===== src/rtl/vga_key_highlight_controller.sv =====
`timescale 1ns/1ps
// vga_key_highlight_controller
//
// Purpose:
//   Generates VGA H/V timing, streams linear frame-buffer read addresses to an
//   external image memory and recolours each returned BGR pixel against a set
//   of key colours. A pixel matching key k is shown in its dim colour, or in
//   its bright colour while key k is being highlighted. Highlights are
//   requested by game logic and run for HOLD_FRAMES whole frames followed by
//   GAP_FRAMES forced-dim frames.
//
// Ports:
//   iVGA_CLK    pixel clock
//   iRST        asynchronous active-high reset
//   iHL_valid   one-cycle highlight request
//   iHL_code    requested key, 1..NUM_KEYS selects key 0..NUM_KEYS-1
//   oHL_busy    highlight sequencer is not idle
//   oMEM_ADDR   image memory read address
//   iPIX_BGR    image memory data, valid MEM_LAT clocks after the address
//   oBLANK_n    high during the visible area
//   oHS, oVS    active-low sync pulses
//   b_data, g_data, r_data   colour outputs (BGR bits 23:16, 15:8, 7:0)
//
// All timing and colour outputs share a latency of MEM_LAT+1 clocks from the
// counter state that produced them.

module vga_key_highlight_controller #(
    parameter int H_ACTIVE = 640,
    parameter int H_FP     = 16,
    parameter int H_SYNC   = 96,
    parameter int H_BP     = 48,
    parameter int V_ACTIVE = 480,
    parameter int V_FP     = 10,
    parameter int V_SYNC   = 2,
    parameter int V_BP     = 33,
    parameter int ADDR_W   = 19,
    parameter int MEM_LAT  = 2,
    parameter int NUM_KEYS = 4,
    parameter int CODE_W   = 4,
    parameter logic [24*NUM_KEYS-1:0] KEY_BGR    = {24'hFFFFFF, 24'hFF0000, 24'h00FF00, 24'h0000FF},
    parameter logic [24*NUM_KEYS-1:0] DIM_BGR    = {24'h404040, 24'h400000, 24'h004000, 24'h000040},
    parameter logic [24*NUM_KEYS-1:0] BRIGHT_BGR = {24'hFFFFFF, 24'hFF8080, 24'h80FF80, 24'h8080FF},
    parameter int HOLD_FRAMES = 30,
    parameter int GAP_FRAMES  = 6
) (
    input  logic              iVGA_CLK,
    input  logic              iRST,
    input  logic              iHL_valid,
    input  logic [CODE_W-1:0] iHL_code,
    output logic              oHL_busy,
    output logic [ADDR_W-1:0] oMEM_ADDR,
    input  logic [23:0]       iPIX_BGR,
    output logic              oBLANK_n,
    output logic              oHS,
    output logic              oVS,
    output logic [7:0]        b_data,
    output logic [7:0]        g_data,
    output logic [7:0]        r_data
);

    localparam int H_TOTAL = H_ACTIVE + H_FP + H_SYNC + H_BP;
    localparam int V_TOTAL = V_ACTIVE + V_FP + V_SYNC + V_BP;
    localparam int H_W     = $clog2(H_TOTAL);
    localparam int V_W     = $clog2(V_TOTAL);
    localparam int MAX_F   = (HOLD_FRAMES > GAP_FRAMES) ? HOLD_FRAMES : GAP_FRAMES;
    localparam int FCNT_W  = $clog2(MAX_F + 1);

    localparam logic [H_W-1:0]    H_LAST    = H_W'(H_TOTAL - 1);
    localparam logic [V_W-1:0]    V_LAST    = V_W'(V_TOTAL - 1);
    localparam logic [FCNT_W-1:0] HOLD_LAST = FCNT_W'(HOLD_FRAMES - 1);
    localparam logic [FCNT_W-1:0] GAP_LAST  = FCNT_W'(GAP_FRAMES - 1);
    localparam logic [CODE_W-1:0] CODE_MAX  = CODE_W'(NUM_KEYS);

    typedef enum logic [1:0] {
        ST_IDLE,
        ST_ARMED,
        ST_ON,
        ST_GAP
    } state_t;

    // ------------------------------------------------------------------
    // Timing counters and address generator
    // ------------------------------------------------------------------
    logic [H_W-1:0]    h_cnt_q, h_cnt_d;
    logic [V_W-1:0]    v_cnt_q, v_cnt_d;
    logic [ADDR_W-1:0] addr_q, addr_d;
    logic              h_last, v_last;
    logic              frame_start;
    logic              visible;
    logic              hs_raw, vs_raw;

    always_comb begin
        h_last      = (h_cnt_q == H_LAST);
        v_last      = (v_cnt_q == V_LAST);
        frame_start = (h_cnt_q == '0) && (v_cnt_q == '0);
        visible     = (int'(h_cnt_q) < H_ACTIVE) && (int'(v_cnt_q) < V_ACTIVE);
        hs_raw      = !((int'(h_cnt_q) >= H_ACTIVE + H_FP) &&
                        (int'(h_cnt_q) <  H_ACTIVE + H_FP + H_SYNC));
        vs_raw      = !((int'(v_cnt_q) >= V_ACTIVE + V_FP) &&
                        (int'(v_cnt_q) <  V_ACTIVE + V_FP + V_SYNC));

        h_cnt_d = h_last ? '0 : h_cnt_q + 1'b1;
        v_cnt_d = v_cnt_q;
        if (h_last) begin
            v_cnt_d = v_last ? '0 : v_cnt_q + 1'b1;
        end

        // The address is cleared together with the counters wrapping, so it
        // already reads 0 during the frame_start cycle.
        if (h_last && v_last) begin
            addr_d = '0;
        end else if (visible) begin
            addr_d = addr_q + 1'b1;
        end else begin
            addr_d = addr_q;
        end
    end

    always_ff @(posedge iVGA_CLK or posedge iRST) begin
        if (iRST) begin
            h_cnt_q <= '0;
            v_cnt_q <= '0;
            addr_q  <= '0;
        end else begin
            h_cnt_q <= h_cnt_d;
            v_cnt_q <= v_cnt_d;
            addr_q  <= addr_d;
        end
    end

    assign oMEM_ADDR = addr_q;

    // ------------------------------------------------------------------
    // Highlight sequencer
    // ------------------------------------------------------------------
    state_t            state_q, state_d;
    logic [FCNT_W-1:0] fcnt_q, fcnt_d;
    logic [CODE_W-1:0] code_q, code_d;
    logic              busy_q;
    logic              code_ok;
    logic              hl_raw;

    always_comb begin
        code_ok = (iHL_code != '0) && (iHL_code <= CODE_MAX);
        state_d = state_q;
        fcnt_d  = fcnt_q;
        code_d  = code_q;
        case (state_q)
            ST_IDLE: begin
                if (iHL_valid && code_ok) begin
                    code_d  = iHL_code;
                    state_d = ST_ARMED;
                end
            end
            ST_ARMED: begin
                if (frame_start) begin
                    state_d = ST_ON;
                    fcnt_d  = '0;
                end
            end
            ST_ON: begin
                if (frame_start) begin
                    if (fcnt_q == HOLD_LAST) begin
                        state_d = ST_GAP;
                        fcnt_d  = '0;
                    end else begin
                        fcnt_d = fcnt_q + 1'b1;
                    end
                end
            end
            ST_GAP: begin
                if (frame_start) begin
                    if (fcnt_q == GAP_LAST) begin
                        state_d = ST_IDLE;
                        fcnt_d  = '0;
                    end else begin
                        fcnt_d = fcnt_q + 1'b1;
                    end
                end
            end
            default: begin
                state_d = ST_IDLE;
                fcnt_d  = '0;
            end
        endcase
        // The frame_start pixel belongs to the frame the sequencer is moving
        // into, so the flag for the current counter state is taken from the
        // next state. This makes ON cover whole frames starting at pixel 0.
        hl_raw = (state_d == ST_ON);
    end

    always_ff @(posedge iVGA_CLK or posedge iRST) begin
        if (iRST) begin
            state_q <= ST_IDLE;
            fcnt_q  <= '0;
            code_q  <= '0;
            busy_q  <= 1'b0;
        end else begin
            state_q <= state_d;
            fcnt_q  <= fcnt_d;
            code_q  <= code_d;
            busy_q  <= (state_d != ST_IDLE);
        end
    end

    assign oHL_busy = busy_q;

    // ------------------------------------------------------------------
    // Alignment pipeline. Bit i of each vector holds the value from i+1
    // clocks ago; bit MEM_LAT-1 lines up with iPIX_BGR, bit MEM_LAT with
    // the registered colour at the pins.
    // ------------------------------------------------------------------
    logic [MEM_LAT:0]   hs_pipe_q, vs_pipe_q, vis_pipe_q;
    logic [MEM_LAT-1:0] hl_pipe_q;
    logic               vis_al, hl_al;

    always_ff @(posedge iVGA_CLK or posedge iRST) begin
        if (iRST) begin
            hs_pipe_q  <= '1;
            vs_pipe_q  <= '1;
            vis_pipe_q <= '0;
            hl_pipe_q  <= '0;
        end else begin
            hs_pipe_q  <= {hs_pipe_q[MEM_LAT-1:0], hs_raw};
            vs_pipe_q  <= {vs_pipe_q[MEM_LAT-1:0], vs_raw};
            vis_pipe_q <= {vis_pipe_q[MEM_LAT-1:0], visible};
            hl_pipe_q  <= MEM_LAT'({hl_pipe_q, hl_raw});
        end
    end

    assign vis_al = vis_pipe_q[MEM_LAT-1];
    assign hl_al  = hl_pipe_q[MEM_LAT-1];

    // ------------------------------------------------------------------
    // Recolour
    // ------------------------------------------------------------------
    logic [NUM_KEYS-1:0] key_hit;
    logic [NUM_KEYS-1:0] key_lit;

    genvar gi;
    generate
        for (gi = 0; gi < NUM_KEYS; gi++) begin : g_key
            assign key_hit[gi] = (iPIX_BGR == KEY_BGR[24*gi +: 24]);
            assign key_lit[gi] = hl_al && (code_q == CODE_W'(gi + 1));
        end
    endgenerate

    logic [23:0] pix_q, pix_d;
    logic        hit;

    always_comb begin
        pix_d = iPIX_BGR;
        hit   = 1'b0;
        // Duplicate key colours resolve to the lowest index.
        for (int k = 0; k < NUM_KEYS; k++) begin
            if (!hit && key_hit[k]) begin
                hit   = 1'b1;
                pix_d = key_lit[k] ? BRIGHT_BGR[24*k +: 24] : DIM_BGR[24*k +: 24];
            end
        end
        if (!vis_al) begin
            pix_d = '0;
        end
    end

    always_ff @(posedge iVGA_CLK or posedge iRST) begin
        if (iRST) begin
            pix_q <= '0;
        end else begin
            pix_q <= pix_d;
        end
    end

    assign oHS      = hs_pipe_q[MEM_LAT];
    assign oVS      = vs_pipe_q[MEM_LAT];
    assign oBLANK_n = vis_pipe_q[MEM_LAT];
    assign b_data   = pix_q[23:16];
    assign g_data   = pix_q[15:8];
    assign r_data   = pix_q[7:0];

endmodule


===== config.mk =====
export PLATFORM = sky130hd
export DESIGN_NAME = vga_key_highlight_controller
export DESIGN_NICKNAME = d
export VERILOG_FILES = /design/src/rtl/vga_key_highlight_controller.sv
export SDC_FILE = /design/constraint.sdc
export NUM_CORES = 1
export LEC_CHECK = 0
export CAP_MARGIN = 10
export CELL_PAD_IN_SITES_DETAIL_PLACEMENT = 1
export CELL_PAD_IN_SITES_GLOBAL_PLACEMENT = 2
export CORE_UTILIZATION = 29
export DETAILED_ROUTE_END_ITERATION = 12
export PLACE_DENSITY = 0.85
export SETUP_SLACK_MARGIN = 0.05
export SLEW_MARGIN = 10
export SYNTH_ARGS = -nofsm -noshare
export SYNTH_HDL_FRONTEND = slang
export SYNTH_SLANG_ARGS = --single-unit

===== constraint.sdc =====
create_clock -name iVGA_CLK -period 2.4 [get_ports iVGA_CLK]
set_input_delay 0.36 -clock iVGA_CLK [delete_from_list [all_inputs] [get_ports iVGA_CLK]]
set_output_delay 0.36 -clock iVGA_CLK [all_outputs]
set_load 0.02 [all_outputs]

==> results.json <==
{
  "combPwrFrac": 0.072,
  "highest_layer": "met4",
  "final_cell_mix": "dfrtp_1 (80), clkdlybuf4s50_1 (77), buf_4 (36)",
  "startpoint": "v_cnt_q[0]$_DFFE_PP0N_",
  "cts_made_buffers": 9,
  "wl_met1_um": 4819,
  "io_pins": 78,
  "firstDrtPassIters": 4,
  "synth_area_um2": 3899,
  "irDropWorstVdd_v": 0.0003121,
  "ys.flop_type": "dfrtp_1",
  "synth_nets": 412,
  "dieArea_um2": 13910,
  "die_y_um": 117.9,
  "row_count": 41,
  "finalWirelength_um": 10450,
  "hold_class": "reg2reg",
  "rsz0062_at_grt": "true",
  "finalCriticalPeriod_ps": 2286,
  "r2r_start": "v_cnt_q[0]$_DFFE_PP0N_",
  "switching_power_mw": 0.6736,
  "postCtsHoldBufs": 0,
  "cp-end-kind": "register",
  "via_per_inst": 4.871,
  "first_iter_violations": 174,
  "area_growth_pct": 41.21,
  "clock_path_buffers": 2,
  "clk_latency_ps": 340,
  "fin_crit_sh": 0.9525,
  "avgSynthCellArea_um2": 10.42,
  "hold_violations": 0,
  "final_layout_size_suffix_gt1_frac": 0.1653,
  "grt_pass1_vias": 3647,
  "status": "finished clean",
  "sequentialPowerShare": 0.495,
  "htree_num_levels": 3,
  "cap_violations": 0,
  "gr-total-overflow": 0,
  "avgRoutedWirePerCell_um": 15.64,
  "critPathLaunchType": "register",
  "synthCells": 374,
  "p_clk_frac": 0.433,
  "cts_tree": "built",
  "die_w_um": 117.9,
  "p_leak_nw": 2.278,
  "timing.rr.end": "fcnt_q[1]$_DFFE_PP0P_",
  "synth_edf_count": 0,
  "p_sw_frac": 0.2258,
  "dpl.hpwl_um": 7599,
  "cts_root_buf": "clkbuf_16",
  "slew_violations": 0,
  "wl_met3_um": 338,
  "drc": 0,
  "tightest_slew_ps": 789.8,
  "internal_power_mw": 2.310,
  "antenna_found_initial": 0,
  "portBuffers": 77,
  "layout_commonest_cell": "dfrtp_1",
  "setup.worst_path.end": "fcnt_q[1]$_DFFE_PP0P_",
  "grt_use_total": 0.1623,
  "finalNetCount": 529,
  "numClockSinks": 86,
  "vias": 3254,
  "fp.coreArea_um2": 12880,
  "power.density_nw_per_um2": 541.9,
  "wl_met2_um": 5105,
  "relSlewSlack": 0.4710,
  "fmaxAchievable_ghz": 0.4374,
  "setup-violations-final": 0,
  "cts.clk_slew.worst_paths_ps": 60,
  "detail-route-antenna-nets": 0,
  "gp_congestion": 0.8299,
  "worstRegToRegCells": 7,
  "worstSetupPathType": "reg2reg",
  "ys_types": 48,
  "critPathArrivalTime_ps": 2550,
  "grt_pass1_wl_um": 18130,
  "setup-tns-final_ps": 0,
  "grt_max_degree": 33,
  "yosysWarnings": 0,
  "rrSetupSlack_ps": 110,
  "start_util": 0.3028,
  "ys_ff_latch": 86,
  "async_reset_ff_frac": 1.000,
  "crit_fanout": 8,
  "critPathRequiredTime_ps": 2660,
  "fillers": 1429,
  "skew_ps": 7.774,
  "total_power_mw": 2.983,
  "diodes": 0,
  "synth_seq_area_share": 0.5539
}
how the worst min path moves through the flow:
stage | from | slack [ps] | endpoint | cells after the start
after floorplan | hl_pipe_q[0]$_DFF_PP0_ | 330 | hl_pipe_q[1]$_DFF_PP0_ | 0
after global placement | vis_pipe_q[0]$_DFF_PP0_ | 330 | vis_pipe_q[1]$_DFF_PP0_ | 0
after detailed placement | vis_pipe_q[0]$_DFF_PP0_ | 350 | vis_pipe_q[1]$_DFF_PP0_ | 0
after CTS | hs_pipe_q[0]$_DFF_PP1_ | 360 | hs_pipe_q[1]$_DFF_PP1_ | 0
after global routing | hs_pipe_q[1]$_DFF_PP1_ | 360 | hs_pipe_q[2]$_DFF_PP1_ | 0
final | hs_pipe_q[1]$_DFF_PP1_ | 360 | hs_pipe_q[2]$_DFF_PP1_ | 0
per-stage QoR:
stage / setup WS [ps] / hold slack [ps] / cell area (um^2) / instances / utilization
final: 113.9 / 355.6 / 5505 / 668 / 0.4276
after global routing: 48.26 / 356.7 / 5505 / 668 / 0.4276
after CTS: 8.827 / 355.3 / 5449 / 666 / 0.4232
after detailed placement: -98.68 / 346.2 / 5154 / 648 / 0.4003
after global placement: 1.340 / 334.2 / 5154 / 648 / 0.4003
after floorplan: 92.49 / 331.2 / 3902 / 374 / -
state kept, by name, summed over array words and instances, names as in the netlist:
name and count:
fcnt_q 5, vs_pipe_q 3, oHL_busy 1, vis_pipe_q 3, hl_pipe_q 2, code_q 4
pix_q 24, state_q 2, hs_pipe_q 3, oMEM_ADDR 19, h_cnt_q 10, v_cnt_q 10
layout make-up:
type	count	area, um^2	share of cell area
sequential	86	2160	0.3923
multi-input combinational	268	1719	0.3123
timing repair buffer	116	1101	0.2000
clock buffer	12	246.5	0.04477
tap	172	215.2	0.03909
inverter	10	41.29	0.007500
clock inverter	4	22.52	0.004091
cell families (layout without fill, tap and decap cells):
group                      Yosys count  after routing  share of synthesized area
DFF                                 86             86                     0.5539
AOI/OAI and AO/OA                   42             42                    0.06418
adders and majority gates            7              7                    0.02246
buffers and inverters               20            142                    0.01990
xor gates and xnor gates            28             28                    0.06290
and+or+nand+nor                    185            185                     0.2603
muxes                                6              6                    0.01637
cell usage after synthesis, types with 9 or more instances:
library cell	instances	area, um^2
a21oi_1	9	45.04
and2_1	19	118.9
dfrtp_1	80	2002
inv_1	10	37.54
nand2_1	33	123.9
nand3_1	15	75.07
nand4_1	19	118.9
nor2_1	32	120.1
nor3_1	12	60.06
nor4_1	13	81.33
o21ai_0	17	85.08
xnor2_1	13	113.9
xor2_1	15	131.4
power groups by stage:
stage	Sequential, mW	Combinational, mW	Clock [mW]
floorplan	1.53	0.0426	0
global placement	1.50	0.211	0
detailed placement	1.50	0.217	0
CTS	1.48	0.219	1.32
global route	1.48	0.232	1.37
finish	1.48	0.215	1.29
critical path, stage by stage, from the launching register on:
cell     delay [ps]
dfrtp_1         370
inv_1           100
ha_4            130
or4b_4          460
or3_4           410
or3_4           350
or3_1           310
o21ai_1          80
per-layer routing:
layer	GRT usage	vias up
met1	0.2073	1605
met2	0.2702	78
li1	-	1559
met5	0	-
met3	0.02616	12
met4	0.07051	0
what timing repair did:
action / in CTS / in global routing
pin swaps: 2 / 4
resized for setup: 4 / 8
endpoints found under the setup margin: 10 / 13
buffers inserted: 2 / 2
gates cloned: 0 / 0
No activity file was read; power rests on OpenSTA's default activity.
